## src/rtl/mdu_ctrl.sv

```systemverilog
// Issue controller for the multiply/divide unit: launches MDU operations,
// tracks occupancy with a down-counter and stalls dependent MDU instructions.
`timescale 1ns/1ps

module mdu_ctrl #(
    parameter int MULT_CYCLES = 5,
    parameter int DIV_CYCLES  = 10
) (
    input  logic       clk,
    input  logic       reset,
    input  logic       OpValid,
    input  logic [3:0] Op,
    input  logic       Req,
    output logic       Start,
    output logic [3:0] MDUOP,
    output logic [3:0] Time,
    output logic [1:0] ReadHILO,
    output logic       Stall,
    output logic       Busy,
    output logic       Done
);

    // Occupancy counts are clamped into the 4-bit counter's usable range 1..15.
    localparam int MULT_CLAMP = (MULT_CYCLES < 1) ? 1 : ((MULT_CYCLES > 15) ? 15 : MULT_CYCLES);
    localparam int DIV_CLAMP  = (DIV_CYCLES  < 1) ? 1 : ((DIV_CYCLES  > 15) ? 15 : DIV_CYCLES);
    localparam logic [3:0] MULT_TIME = 4'(MULT_CLAMP);
    localparam logic [3:0] DIV_TIME  = 4'(DIV_CLAMP);

    typedef enum logic {
        IDLE,
        RUN
    } state_t;

    state_t     state;
    state_t     next_state;
    logic [3:0] cnt;
    logic [3:0] next_cnt;

    logic is_mul;
    logic is_div;
    logic is_mt;
    logic is_mf;
    logic is_mdu;
    logic live;
    logic acc;

    always_comb begin
        is_mul = (Op == 4'd1) || (Op == 4'd2);
        is_div = (Op == 4'd3) || (Op == 4'd4);
        is_mt  = (Op == 4'd5) || (Op == 4'd6);
        is_mf  = (Op == 4'd7) || (Op == 4'd8);
        is_mdu = is_mul || is_div || is_mt || is_mf;
        // Outputs are combinational, so they must also be silenced while reset is held.
        live   = reset;
        acc    = live && OpValid && !Req && (state == IDLE);
    end

    always_ff @(posedge clk or negedge reset) begin
        if (!reset) begin
            state <= IDLE;
            cnt   <= 4'd0;
        end else begin
            state <= next_state;
            cnt   <= next_cnt;
        end
    end

    always_comb begin
        next_state = state;
        next_cnt   = cnt;
        Start      = 1'b0;
        MDUOP      = 4'd0;
        Time       = 4'd0;
        ReadHILO   = 2'b00;
        case (state)
            IDLE: begin
                if (acc) begin
                    if (is_mul || is_div) begin
                        Start      = 1'b1;
                        MDUOP      = Op;
                        Time       = is_mul ? MULT_TIME : DIV_TIME;
                        next_state = RUN;
                        next_cnt   = is_mul ? MULT_TIME : DIV_TIME;
                    end else if (is_mt) begin
                        MDUOP = Op;
                    end else if (is_mf) begin
                        ReadHILO = (Op == 4'd7) ? 2'b10 : 2'b01;
                    end
                end
            end
            RUN: begin
                // Req does not stop the count: the issued operation already altered HI/LO.
                if (cnt <= 4'd1) begin
                    next_state = IDLE;
                    next_cnt   = 4'd0;
                end else begin
                    next_cnt = cnt - 4'd1;
                end
            end
            default: begin
                next_state = IDLE;
                next_cnt   = 4'd0;
            end
        endcase
    end

    always_comb begin
        Stall = live && OpValid && !Req && (state == RUN) && is_mdu;
        Busy  = (state == RUN) || Start;
        Done  = (state == RUN) && (cnt == 4'd1);
    end

endmodule

```

## config.mk

```make
export PLATFORM = sky130hd
export DESIGN_NAME = mdu_ctrl
export DESIGN_NICKNAME = d
export VERILOG_FILES = /design/src/rtl/mdu_ctrl.sv
export SDC_FILE = /design/constraint.sdc
export NUM_CORES = 1
export LEC_CHECK = 0
export CAP_MARGIN = 20
export CORE_MARGIN = 2
export CORE_UTILIZATION = 30
export DETAILED_ROUTE_END_ITERATION = 8
export HOLD_SLACK_MARGIN = 0.02
export MAX_ROUTING_LAYER = met4
export PLACE_DENSITY = 0.69
export SLEW_MARGIN = 20
export SYNTH_ARGS = -nofsm -noshare
export SYNTH_HDL_FRONTEND = slang
export SYNTH_SLANG_ARGS = --single-unit
export TNS_END_PERCENT = 10
```

## constraint.sdc

```tcl
create_clock -name clk -period 2.1 [get_ports clk]
set_input_delay 0.42 -clock clk [delete_from_list [all_inputs] [get_ports clk]]
set_output_delay 0.42 -clock clk [all_outputs]
set_load 0.02 [all_outputs]
```

-- Word-level counts from Yosys, hierarchy flattened
Index checks and enable logic that the tools add are counted.
- register bits after elaboration: 5
- output and inout bits: 14
- add/sub/neg operators: 1
- order comparisons: 1
- equal/unequal tests: 11
- multiplexer cells: 23
- bitwise gates (word level): 1
- reductions and logical operators: 16
- operators by type and width (cell ; number):
    4-bit 2-to-1 mux ; 11
    4-bit by 3-bit equality test with 1-bit output, second input constant ; 4
    2-bit 2-to-1 mux ; 6
    4-bit by 1-bit equality test with 1-bit output, second input constant ; 2
    4-bit by 2-bit equality test with 1-bit output, second input constant ; 2
    1-bit logical OR ; 8
    4-bit case mux with 2 select lines ; 1
    1-bit logical AND ; 6
    4-bit equality test, second input constant ; 1
    4-bit by 1-bit <= comparator with 1-bit output, second input constant ; 1
    1-bit 2-to-1 mux ; 4
    2-bit != test, second input constant ; 2
    4-bit by 1-bit subtractor with 4-bit output, second input constant ; 1
    1-bit case mux with 2 select lines ; 1
    2-bit AND reduction ; 1
    1-bit zero test ; 1
    1-bit inverter ; 1

-- Longest topological paths before layout
- depth after elaboration: 7
- mapped depth: 7

-- Worst setup path after synthesis
OpenSTA, ideal clock, no wires.
- path type: input to output
- from: input Op[1]
- to: output Time[2]
- data arrival time: 1355 ps
- data required time: 1680 ps
- slack: 325 ps
- stages on the path: 5
- cells stage by stage: buf_6 xor2_1 nand3b_1 nor2_1 buf_4
- cells in the longest elaborated chain, start to end: 6
- elaborated cells on any way between the ends: 11
- RTL lines (item ; line ; source):
    start, declared ; 12 ; input logic [3:0] Op,
    4-bit by 1-bit equality test with 1-bit output (tied with other cells) ; 48 ; is_mul = (Op == 4'd1) || (Op == 4'd2);
    1-bit logical OR (on tied branches) ; 48, 49 ;
    4-bit 2-to-1 mux or 1-bit logical OR (tied branches) ; 81, 78 ;
    4-bit 2-to-1 mux * ; 78 ; if (is_mul || is_div) begin
    4-bit 2-to-1 mux * ; 77 ; if (acc) begin
    4-bit 2-to-1 mux * ; 75 ; case (state)
    end, declared ; 16 ; output logic [3:0] Time,
Every way passes the cells marked *; elsewhere a longest branch is shown, timed or not.

-- Worst setup path after layout
- from: input Req
- to: output MDUOP[1]
- cells in the longest elaborated chain, start to end: 5
- RTL lines (item ; line ; source):
    start, declared ; 13 ; input logic Req,
    1-bit zero test ; 55 ; acc = live && OpValid && !Req && (state == IDLE);
    1-bit logical AND (2 in series) ; 55 ;
    4-bit 2-to-1 mux ; 77 ;
    4-bit 2-to-1 mux ; 75 ;
    end, declared ; 15 ; output logic [3:0] MDUOP,
No other way between the ends.

==> impl_metrics.yaml <==
synthesis:
  post_synthesis_sequential_element_count: 5
  synth-simple-area-share: 0.318
  synth_top_flop_cell: "dfrtp_1"
  synthXorXnorAreaFrac: 0.0316
  synth_top_family_by_area: "simple AND/OR/NAND/NOR gates"
  commonest_cells_in_the_netlist: "nand2_1 (9), nor2_1 (7), dfrtp_1 (5)"
  syn-instance-count: 67
  asyncSetResetFlopFracSynth: 1.00
  cell_types_occupying_the_most_area_after_synthesis: "dfrtp_1 (23%), buf_6 (8.1%), nand2_1 (6.1%), nor2_1 (4.7%), ha_1 (4.5%)"
  synth.lib_cells_used.distinct: 32
  synthesis.yosys.warnings: 0
  synth_largest_area_cell: "dfrtp_1"
  netlist.area_leader.share: 0.226
  synth.yosys.seq_area_share: 0.226
  synth.mux.area_fraction: 0.0271
  synthAdderAreaFrac: 0.0451
  number_of_flops_mapped_to_enable_cells_by_yosys: 0
  post_synth.cell_area_avg_um2: 8.27
  syn_nets: 77
  post-synth-top-count-cell: "nand2_1"
  mappedNetlistArea_um2: 554
  synth-compound-area-share: 0.185
die:
  placeableCoreArea_mm2: 0.00173
  die_y_um: 47.0
  num_io_pins: 22
  fp-row-count: 15
  die_area_mm2: 0.00221
  dieWidth_um: 47.0
  floorplan.initialDensity: 0.321
timing:
  finalCritPeriodShare: 0.963
  layout_min_cycle_time_ns: 2.02
  final_hold_viol_count: 0
  timing_max_transition_violations_final: 0
  max_freq_ghz: 0.495
  final.setup.worst_slack_ns: 0.0780
  finalClockSkew_ns: 0.000334
  grt_setup_unrepaired: "true"
  setup_viol: 0
clocking:
  holdBufCountCts: 0
  tritoncts.num_buffers: 3
  cts-htree-levels: 1
  cts_sinks: 5
  clk_latency_ns: 0.25
  cts_root_buffer: "clkbuf_4"
  cts-root-to-sink-buffers: 2
  clock_tree_from_tritoncts: "built"
  path_clk_slew_ns: 0.05
grt:
  global_route_wire_length_before_repair_um: 2110
  gr-usage-all-layers: 0.143
  grt_start_max_net_pins: 8
  first_global_vias: 522
  gr-total-overflow: 0
  antenna_found_initial: 0
job:
  max_cap_violations: 0
pwr:
  leakage_nw: 0.429
  power.clock.fraction: 0.178
  switching_part_of_the_total: 0.424
  comb_power_share: 0.526
  power.ir.vdd_worst_v: 0.000510
  switchingPower_uw: 280
  seq_power_share: 0.295
  power.internal_uw: 380
  power.density_mw_per_mm2: 826
routing:
  wl_per_cell_um: 10.7
  vias_per_cell: 4.69
  drt.antenna.violating_nets: 0
  remaining_drc_errors: 0
  finalWirelength_um: 1290
  vias: 567
  drt_iter0_drc: 7
  detailedRoute.firstPassIterationCount: 4
final_layout:
  drive_above_1_share: 0.396
  layoutNonFillerInstCount: 121
  design.final.nets: 107
  area_growth_pct: 44.2
  fillCellCount: 198
  antenna-diode-count: 0
critical_path:
  worst-endpoint-arrival_ns: 1.60
  critPathMaxFanout: 5
  criticalPathCategory: "in -> out"
  required_ns: 1.68
  endpoint_kind: "primary output"
  crit_path_start_kind: "primary input"
placed_design:
  routabilityCongestion: 0.802
  placed_cells: 116
  place_ws_ns: -0.496
  detailed_placement_hpwl_um: 952
  io_buffer_count: 20
worst_hold_path:
  worstHoldPathType: "in -> async"
run_status:
  outcome: "finished, final reports clean"
path summary, 6_finish.rpt:
path                                    start                  to  slack (ns)  cells past startpoint
setup / recovery                          Req            MDUOP[1]        0.08                      6
hold / removal                          reset  cnt[2]$_DFFE_PN0P_        0.17                      2
setup reg to reg           cnt[0]$_DFFE_PN0P_  cnt[1]$_DFFE_PN0P_        0.46                      6
hold reg to reg            cnt[1]$_DFFE_PN0P_  cnt[1]$_DFFE_PN0P_        0.55                      1
max in group asynchronous               reset     state$_DFF_PN0_        1.82                      2
min in group clk           cnt[1]$_DFFE_PN0P_  cnt[1]$_DFFE_PN0P_        0.55                      1
layout by cell type, fill, tap and decap left out, drive strengths merged, types with 2 or more instances in the layout:
cell type and n:
buf 21, nand2 9, nor2 8, clkbuf 7, dfrtp 5, inv 5
nor3 5, dlygate4sd2 4, o21ai 3, a21oi 3, xor2 2, nand2b 2
o22ai 2, ha 2, dlymetal6s2s 2, clkdlybuf4s50 2, nand3b 2, and3 2
repair_timing:
item                                    CTS  global route
pin swaps                                 0             1
endpoints found under the setup margin   13            11
gates resized for setup                  41            17
setup buffers                             0             1
layer usage:
metal	GRT usage	routed length (um)	vias to the layer above
met5	-	0	-
met4	0.106	44	0
met3	0.0231	106	7
met2	0.233	619	21
met1	0.156	522	255
li1	-	-	284
sequential cells by signal, summed over array words and instances, names as in the netlist:
signal	cells
cnt	4
state	1
power by group through the flow:
stage	clock [mW]	sequential, mW	combinational [mW]
floorplan	0	0.178	0.264
global placement	0	0.190	0.344
detailed placement	0	0.192	0.347
CTS	0.121	0.194	0.352
global route	0.129	0.201	0.383
finish	0.118	0.195	0.348
final cells by class:
class                      count  area, um2  share of cell area
multi-input combinational     50        358               0.448
timing repair buffer          32        238               0.297
sequential                     5        125               0.156
tap                           25       31.3              0.0391
clock buffer                   4       26.3              0.0329
inverter                       5       21.3              0.0266
kinds of logic (layout without fill, tap and decap cells):
kind of cell	after synthesis	count (layout)
compound gates	13	13
xor+xnor	2	2
fa+ha+maj	2	2
buf+inv	12	41
flops	5	5
mux	1	1
other cells	1	1
simple gates	31	31
stage by stage:
step                       util  setup TNS [ns]  hold slack, ns  power, mW  instance area [um2]
after global routing      0.463         -0.0538           0.183      0.713                  800
after global placement    0.464           -5.05           0.528      0.534                  801
final                     0.463               0           0.170      0.660                  800
after CTS                 0.471          -0.348           0.503      0.667                  813
after detailed placement  0.464           -5.18           0.532      0.540                  801
after floorplan               -               0           0.124      0.442                  554
critical path: stages:
cell	delay, ns
clkdlybuf4s50_1	0.39
nand3b_4	0.17
nor3_4	0.23
nand2_1	0.10
a21oi_1	0.13
buf_4	0.16
Note: power is estimated with default switching activity, not from simulation.
